**src/rtl/dm_arb_pkg.sv**
```systemverilog
// Shared types and constants for the dm_arbiter block.
package dm_arb_pkg;

    localparam int unsigned DM_AW_DEF = 16;
    localparam int unsigned DM_DW_DEF = 32;

    localparam logic PORT0 = 1'b0;
    localparam logic PORT1 = 1'b1;

    typedef enum logic [1:0] {
        IDLE = 2'd0,
        RD   = 2'd1,
        WR   = 2'd2,
        DONE = 2'd3
    } state_t;

endpackage

```
**src/rtl/dm_arb_pick.sv**
```systemverilog
// Combinational winner select for the two dm requesters.
// DM_ARB_RR_EN: round-robin on the last-granted port; otherwise port 0 has fixed priority.
module dm_arb_pick
    import dm_arb_pkg::*;
(
    input  logic req0,
    input  logic req1,
`ifdef DM_ARB_RR_EN
    input  logic last,
`endif
    output logic grant_c
);

    always_comb begin
        grant_c = PORT0;
`ifdef DM_ARB_RR_EN
        // on a tie, the port that was not granted last time wins
        if (req1 && (!req0 || (last == PORT0))) begin
            grant_c = PORT1;
        end
`else
        if (req1 && !req0) begin
            grant_c = PORT1;
        end
`endif
    end

endmodule

```
**src/rtl/dm_arbiter.sv**
```systemverilog
// Two-port arbiter/sequencer for the SISC data memory: serialises loads and stores onto dm.
// DM_ARB_RR_EN selects round-robin arbitration (default build: fixed priority to port 0).
module dm_arbiter
    import dm_arb_pkg::*;
#(
    parameter int unsigned AW = DM_AW_DEF,
    parameter int unsigned DW = DM_DW_DEF
) (
    input  logic          clk,
    input  logic          rst_f,

    input  logic          p0_req,
    input  logic          p0_we,
    input  logic [AW-1:0] p0_addr,
    input  logic [DW-1:0] p0_wdata,
    output logic          p0_ack,
    output logic [DW-1:0] p0_rdata,

    input  logic          p1_req,
    input  logic          p1_we,
    input  logic [AW-1:0] p1_addr,
    input  logic [DW-1:0] p1_wdata,
    output logic          p1_ack,
    output logic [DW-1:0] p1_rdata,

    output logic [AW-1:0] dm_read_addr,
    output logic [AW-1:0] dm_write_addr,
    output logic [DW-1:0] dm_write_data,
    output logic          dm_we,
    input  logic [DW-1:0] dm_read_data,

    output logic          busy
);

    state_t        state_q;
    state_t        state_d;
    logic          port_q;
    logic          grant_c;
    logic          accept_c;
    logic          win_we_c;
    logic [AW-1:0] win_addr_c;
    logic [DW-1:0] win_wdata_c;
`ifdef DM_ARB_RR_EN
    logic          last_q;
`endif

    dm_arb_pick u_pick (
        .req0    (p0_req),
        .req1    (p1_req),
`ifdef DM_ARB_RR_EN
        .last    (last_q),
`endif
        .grant_c (grant_c)
    );

    // Winner's request fields
    always_comb begin
        win_we_c    = p0_we;
        win_addr_c  = p0_addr;
        win_wdata_c = p0_wdata;
        if (grant_c == PORT1) begin
            win_we_c    = p1_we;
            win_addr_c  = p1_addr;
            win_wdata_c = p1_wdata;
        end
    end

    // Next-state logic; requests are only accepted from IDLE
    always_comb begin
        state_d  = state_q;
        accept_c = 1'b0;
        unique case (state_q)
            IDLE: begin
                if (p0_req || p1_req) begin
                    accept_c = 1'b1;
                    state_d  = win_we_c ? WR : RD;
                end
            end
            RD:      state_d = DONE;
            WR:      state_d = DONE;
            DONE:    state_d = IDLE;
            default: state_d = IDLE;
        endcase
    end

    always_ff @(posedge clk or negedge rst_f) begin
        if (!rst_f) begin
            state_q <= IDLE;
        end else begin
            state_q <= state_d;
        end
    end

    // Latched transaction, dm drive and requester responses
    always_ff @(posedge clk or negedge rst_f) begin
        if (!rst_f) begin
            port_q        <= PORT0;
            busy          <= 1'b0;
            dm_we         <= 1'b0;
            dm_read_addr  <= '0;
            dm_write_addr <= '0;
            dm_write_data <= '0;
            p0_ack        <= 1'b0;
            p1_ack        <= 1'b0;
            p0_rdata      <= '0;
            p1_rdata      <= '0;
`ifdef DM_ARB_RR_EN
            last_q        <= PORT1;
`endif
        end else begin
            busy   <= (state_d != IDLE);
            dm_we  <= (state_d == WR);
            p0_ack <= (state_d == DONE) && (port_q == PORT0);
            p1_ack <= (state_d == DONE) && (port_q == PORT1);
            if (accept_c) begin
                port_q       <= grant_c;
                dm_read_addr <= win_addr_c;
                if (win_we_c) begin
                    dm_write_addr <= win_addr_c;
                    dm_write_data <= win_wdata_c;
                end
`ifdef DM_ARB_RR_EN
                last_q <= grant_c;
`endif
            end
            if (state_q == RD) begin
                if (port_q == PORT0) begin
                    p0_rdata <= dm_read_data;
                end else begin
                    p1_rdata <= dm_read_data;
                end
            end
        end
    end

endmodule

```
**config.mk**
```make
export PLATFORM = sky130hd
export DESIGN_NAME = dm_arbiter
export DESIGN_NICKNAME = d
export VERILOG_FILES = /design/src/rtl/dm_arb_pkg.sv /design/src/rtl/dm_arb_pick.sv /design/src/rtl/dm_arbiter.sv
export SDC_FILE = /design/constraint.sdc
export NUM_CORES = 1
export LEC_CHECK = 0
export CAP_MARGIN = 20
export CORE_MARGIN = 2
export CORE_UTILIZATION = 38
export CTS_BUF_LIST = sky130_fd_sc_hd__clkbuf_2
export DETAILED_ROUTE_END_ITERATION = 16
export PLACE_DENSITY = 0.78
export SLEW_MARGIN = 20
export SYNTH_ARGS = -nofsm -noshare
export SYNTH_HDL_FRONTEND = slang
export SYNTH_SLANG_ARGS = --single-unit
```
**constraint.sdc**
```tcl
create_clock -name clk -period 1.6 [get_ports clk]
set_input_delay 0.48 -clock clk [delete_from_list [all_inputs] [get_ports clk]]
set_output_delay 0.48 -clock clk [all_outputs]
set_load 0.01 [all_outputs]
```
==> results of run 1 <==
==> cell usage in the layout (no fill, tap or decap), types with 2 or more instances in the layout <==
cell type          n
inv_2              2
clkbuf_2          18
buf_2             72
clkinvlp_4         2
nor2b_1            4
clkbuf_16          4
o21ai_0            6
nand2_4            2
buf_8              2
buf_6             64
clkdlybuf4s50_1  132
mux2_2           103
clkinv_2           5
nand2_1           19
clkinv_4           2
mux2_1             2
buf_16             3
dfrtp_1          135
nand2b_1           2
ha_4               2
buf_12             9
o21ai_1           10
a21oi_1            2
buf_4             62
mux2_4            24
bufinv_16          2
mux2i_1           32
clkinv_1           2
nand2b_4           2
inv_1             16
==> timing repair <==
item,CTS,global route
hold buffers,1,0
gates resized for setup,592,47
cloned,4,4
buffers inserted,29,23
pin swaps,3,3
endpoints found under the setup margin,177,241
hold endpoints to repair,135,0
==> logic make-up after synthesis <==
| group | after synthesis | synth area share, % |
|---|---|---|
| buffers and inverters | 38 | 3.46 |
| adders and majority gates | 3 | 0.661 |
| muxes | 161 | 31.6 |
| and+or+nand+nor | 32 | 2.69 |
| DFF | 135 | 59.5 |
| AOI/OAI and AO/OA | 22 | 2.11 |
==> cell type report <==
| type | instances | area (um^2) | share of cell area [%] |
|---|---|---|---|
| multi-input cells | 218 | 2240 | 23.8 |
| inverters | 18 | 67.6 | 0.718 |
| flip-flops and latches | 135 | 3380 | 35.9 |
| diodes | 1 | 2.50 | 0.0266 |
| well taps | 184 | 230 | 2.45 |
| repair buffers | 349 | 3270 | 34.8 |
| clock inverters | 14 | 134 | 1.42 |
| clock buffers | 18 | 90.1 | 0.957 |
==> per-layer routing <==
layer / share of wire, % / GRT usage, % / up-vias
li1: - / - / 2056
met1: 37 / 22.2 / 2246
met5: 0 / 0 / -
met4: 2.6 / 7.43 / 0
met2: 53 / 36.0 / 182
met3: 7.3 / 7.90 / 33
==> power groups by stage <==
stage	Clock, mW	Combinational (mW)	Sequential, mW
after floorplan	0	2.69	6.85
after global placement	0	8.11	6.04
after detailed placement	0	8.32	6.17
after CTS	2.03	8.09	6.13
after global routing	2.21	9.67	6.42
final	1.96	9.07	6.23
==> cells in the mapped netlist (all sizes together) <==
cell type | n | share of area, %
dfrtp | 135 | 59
inv | 18 | 1.2
nor2b | 4 | 0.44
and2 | 1 | 0.11
o311ai | 1 | 0.15
nand2 | 21 | 1.4
buf | 16 | 2.0
mux2i | 32 | 5.6
mux2 | 129 | 26
nand3 | 2 | 0.18
ha | 3 | 0.66
o211ai | 1 | 0.13
a21oi | 2 | 0.18
nand2b | 4 | 0.57
o21ai | 18 | 1.7
clkbuf | 4 | 0.26
==> path summary, 6_finish.rpt <==
check	to	start	cells after the start	slack, ns
worst min register to register	dm_read_addr[10]	dm_read_addr[10]	2	0.52
worst max-delay path	dm_write_data[23]	dm_write_data[23]	1	-0.17
min in group clk	p0_rdata[15]	dm_read_data[15]	2	0.38
max in group asynchronous	p0_rdata[20]	rst_f	3	0.84
worst min-delay path	dm_write_data[3]	rst_f	2	0.21
worst max register to register	dm_write_data[4]	state_q[0]	8	-0.05
==> flip-flops by register name, summed over array words and instances (netlist names) <==
name and cells:
dm_write_data 32, p0_rdata 32, p1_rdata 32, dm_read_addr 16
dm_write_addr 16, state_q 2, busy 1, dm_we 1
p0_ack 1, p1_ack 1, port_q 1
==> stage by stage <==
| step | std cells | hold WS (ns) | setup TNS, ns |
|---|---|---|---|
| 2_1_floorplan | 391 | 0.184 | 0 |
| 3_3_place_gp | 847 | 0.391 | -26.22 |
| 3_5_place_dp | 847 | 0.392 | -31.08 |
| 4_1_cts | 913 | 0.134 | -28.92 |
| 5_1_grt | 937 | 0.0948 | -40.12 |
| 6_report | 937 | 0.207 | -17.91 |
==> impl_metrics.py, run 1 <==
metrics = {
    "outcome": {
        "outcome": "finished with violations",
        "failing_checks": "negative setup slack",
    },
    "route": {
        "drt-vias-per-instance": 4.82,
        "vias": 4517,
        "drtIter0Drc": 131,
        "drt-pass1-iter-count": 4,
        "route.detailed.wl_per_inst_um": 18.0,
        "detail_route.wirelength_mm": 16.9,
        "drc_errors": 0,
        "drt.antenna.violating_nets": 0,
    },
    "critical_path": {
        "critical_path_buf_inv_count": 1,
        "worstPathMaxFanout": 2,
        "timing.critical_path.cells": "buf_2",
        "timing.critical_path.slowest_cell_delay_ns": 0.44,
        "type_of_destination_of_the_critical_path": "output port",
        "crit_arrival_ns": 1.29,
        "timing.critical_path.required_ns": 1.12,
        "cpMaxStageDelayCell": "dfrtp_1",
        "crit_path_start_kind": "register",
        "critPathTopFamily": "flip-flops",
        "setup.worst_path.class": "register to output port",
    },
    "synthesis": {
        "post_syn_instances": 391,
        "synth_area_mm2": 0.00568,
        "synth.ff_latch_count": 135,
        "synthesis.nets": 528,
        "synth.avg_cell_area_um2": 14.5,
        "yosysWarningCount": 0,
        "seq_area_frac_synth_pct": 59.5,
        "yosys.cell_types.count": 25,
    },
    "clock_network": {
        "tritoncts": "done",
        "cts_buffers": 17,
        "cts.reportedPaths.clkPinSlew_ns": 0.20,
        "cts.path.max_buffers": 2,
        "cts-root-buf": "clkbuf_2",
        "cts_sinks": 135,
        "clk_latency_ns": 0.70,
        "cts_max_level": 4,
    },
    "finish": {
        "final_core_utilization_pct": 64.5,
        "fillers": 1095,
        "finish.instance_area_mm2": 0.00941,
        "area_growth_syn_to_fin_pct": 65.7,
        "drive_gt1_share_pct": 51.1,
        "finish.net_count": 876,
    },
    "power": {
        "power.share.switching_pct": 34.2,
        "fin_total_pwr_mw": 17.3,
        "p_seq_share_pct": 36.1,
        "leakage_nw": 4.45,
        "irDropWorstVdd_v": 0.000978,
        "power_frac_clock_pct": 11.4,
        "power_density_mw_per_mm2": 1830,
        "internal_power_component_mw": 11.4,
        "total_switching_power_mw": 5.91,
        "combPwrFrac_pct": 52.5,
    },
    "floorplanning": {
        "design.die.area_mm2": 0.0159,
        "initial_core_util_pct": 38.9,
        "core_area_mm2": 0.0146,
        "rows": 44,
        "chipWidth_um": 126,
        "chip_height_um": 126,
        "top_level_ports": 266,
    },
    "timing": {
        "setup_viol": 154,
        "maxSlewViolCount": 0,
        "fin_skew_ns": 0.0150,
        "finalHoldViolCount": 0,
        "worstMarginPinSlew_ns": 0.470,
        "worst_slew_margin_rel_pct": 68.6,
        "setup_repair_after_global_routing_missed_its_margin": "yes",
        "finalWorstPathRequiredPeriod_ns": 1.77,
        "final_critical_path_setup_slack_ns": -0.167,
        "fin_crit_sh_pct": 110,
        "timing.fmax_mhz": 566,
    },
    "global_routing": {
        "grt_pass1_vias": 4921,
        "grt_antenna_before_repair": 1,
        "grt_max_degree": 41,
        "grt_use_total_pct": 20.4,
        "first_pass_grt_wire_length_mm": 25.2,
        "grt.overflow.total": 0,
    },
    "placed_design": {
        "place_congestion": 0.787,
        "detailed_place_hpwl_mm": 11.6,
        "placed_area_mm2": 0.00874,
        "placement.setup.worst_slack_ns": -0.527,
        "port_buffers": 265,
    },
    "run": {
        "drv.max_cap_violation_count": 0,
    },
    "min_path": {
        "timing.hold.worst.class": "input pin to asynchronous set/reset pin",
    },
}
Power figures use the tool's default switching activity.
==> run 2, diff against run 1 <==
--- a/config.mk
+++ b/config.mk
@@ -10,7 +10,8 @@
 export CORE_UTILIZATION = 38
 export CTS_BUF_LIST = sky130_fd_sc_hd__clkbuf_2
 export DETAILED_ROUTE_END_ITERATION = 16
-export PLACE_DENSITY = 0.78
+export PLACE_DENSITY = 0.79
+export SKIP_LAST_GASP = 1
 export SLEW_MARGIN = 20
 export SYNTH_ARGS = -nofsm -noshare
 export SYNTH_HDL_FRONTEND = slang
==> run 2 against run 1 <==
  * The run still ends with negative setup slack left
  * Total power is 0.83% higher
  * Routed wire length is 1.6% lower
  * Combinational power is 2% higher
  * Via count is 0.13% lower
  * Critical path depth stayed put
  * Sequential power is 1% lower
  * Core utilization is 0.57 points higher
  * Critical endpoint is now dm_write_addr[0]
==> impl_metrics.py, run 2 (synthesis gave the netlist of run 1 again) <==
metrics = {
    "critical_path": {
        "type_of_destination_of_the_critical_path": "output port",
        "timing.critical_path.required_ns": 1.12,
        "critPathTopFamily": "flip-flops",
        "reg2regPathDepth": 8,
        "critical_path_buf_inv_count": 1,
        "timing.critical_path.from": "dm_write_addr[0]",
        "worst_r2r_startpoint": "state_q[1]",
        "timing.critical_path.cells": "buf_6",
        "setup.worst_path.class": "register to output port",
        "worstPathMaxFanout": 2,
        "timing.rr.end": "dm_write_addr[8]",
        "timing.critical_path.slowest_cell_delay_ns": 0.46,
        "r2r_setup_slack_ns": -0.07,
        "cpMaxStageDelayCell": "dfrtp_1",
        "crit_arrival_ns": 1.28,
        "crit_path_start_kind": "register",
    },
    "outcome": {
        "failing_checks": "negative setup slack",
        "outcome": "finished with violations",
    },
    "global_routing": {
        "grt_antenna_before_repair": 0,
        "grt_pass1_vias": 4921,
        "first_pass_grt_wire_length_mm": 25.3,
        "grt.overflow.total": 0,
        "grt_use_total_pct": 20.1,
        "grt_max_degree": 41,
    },
    "placed_design": {
        "detailed_place_hpwl_mm": 11.4,
        "port_buffers": 265,
        "dp.cells": 845,
        "place_congestion": 0.759,
    },
    "finish": {
        "finish.net_count": 876,
        "biggestRegsByFlops": "dm_write_data: 32 flops, p0_rdata: 32 flops, p1_rdata: 32 flops",
        "area_growth_syn_to_fin_pct": 67.1,
        "drive_gt1_share_pct": 51.3,
        "final_core_utilization_pct": 65.1,
        "layout.cells.most_common_list": "dfrtp_1 (135), clkdlybuf4s50_1 (132), mux2_2 (87)",
        "layout.cells.most_common": "dfrtp_1",
        "antenna_cells": 0,
        "finish.cell_count_without_fillers": 936,
    },
    "timing": {
        "fin_skew_ns": 0.0404,
        "timing.fmax_mhz": 567,
        "setup_repair_after_global_routing_missed_its_margin": "yes",
        "worstMarginPinSlew_ns": 0.519,
        "hold_slack_ns": 0.242,
        "finalHoldViolCount": 0,
        "maxSlewViolCount": 0,
        "final_critical_path_setup_slack_ns": -0.165,
        "setup_viol": 166,
        "worst_slew_margin_rel_pct": 65.0,
        "fin_crit_sh_pct": 110,
        "finalWorstPathRequiredPeriod_ns": 1.76,
    },
    "floorplanning": {
        "initial_core_util_pct": 38.9,
        "rows": 44,
        "chip_height_um": 126,
        "top_level_ports": 266,
        "core_area_mm2": 0.0146,
        "design.die.area_mm2": 0.0159,
        "chipWidth_um": 126,
    },
    "clock_network": {
        "cts-root-buf": "clkbuf_2",
        "tritoncts": "done",
        "cts.path.max_buffers": 2,
        "cts_max_level": 4,
        "cts_buffers": 17,
        "cts.reportedPaths.clkPinSlew_ns": 0.23,
        "cts_sinks": 135,
        "clk_latency_ns": 0.69,
    },
    "route": {
        "drt.antenna.violating_nets": 0,
        "route.detailed.wl_per_inst_um": 17.7,
        "vias": 4511,
        "drt-vias-per-instance": 4.82,
        "drt-pass1-iter-count": 4,
        "detail_route.wirelength_mm": 16.6,
        "drc_errors": 0,
        "drtIter0Drc": 110,
    },
    "power": {
        "irDropWorstVdd_v": 0.00111,
        "leakage_nw": 4.54,
        "fin_total_pwr_mw": 17.4,
        "power_density_mw_per_mm2": 1830,
    },
    "run": {
        "drv.max_cap_violation_count": 0,
    },
    "min_path": {
        "timing.hold.worst.class": "input pin to asynchronous set/reset pin",
    },
}
==> run 2: worst max path at each step <==
stage                                    to  cells past startpoint
after floorplan           dm_write_data[27]                      7
after global placement    dm_write_data[10]                      5
after detailed placement   dm_write_addr[7]                      6
after CTS                  dm_write_addr[0]                      1
after global routing       dm_write_addr[0]                      1
final                      dm_write_addr[0]                      1
==> run 2: routing by layer <==
layer | GRT usage, % | share of wire, % | up-vias
met5 | 0 | 0 | -
met4 | 7.82 | 2.4 | 0
met3 | 6.84 | 7.1 | 27
met2 | 36.1 | 54 | 174
met1 | 21.9 | 37 | 2260
li1 | - | - | 2050
==> run 2: where the power goes <==
group	switching, mW	internal (mW)
registers	1.02	5.15
logic	3.62	5.63
clock network	1.27	0.721
==> run 2: layout make-up <==
class	count	area (um^2)
fill	1095	5100
multi-input combinational	218	2300
tap	184	230
clock inverter	13	130
clock buffer	19	95.1
inverter	18	67.6
timing repair buffer	349	3290
sequential	135	3380
==> run 2: timing repair <==
item                                   CTS  global route
gates resized for setup                598            45
endpoints found under the hold margin  108             0
setup endpoints to repair              209           244
setup buffers                           30            20
pin swaps                                3             3
hold buffers                             1             0
cloned                                   6             4
==> run 2: through the flow <==
step / worst slack [ns] / cell area [um^2] / TNS, ns
final: -0.165 / 9490 / -14.91
after global routing: -0.302 / 9490 / -35.87
after CTS: -0.237 / 9070 / -27.22
after detailed placement: -0.485 / 8790 / -29.00
after global placement: -0.437 / 8790 / -26.63
after floorplan: 0.00421 / 5690 / 0
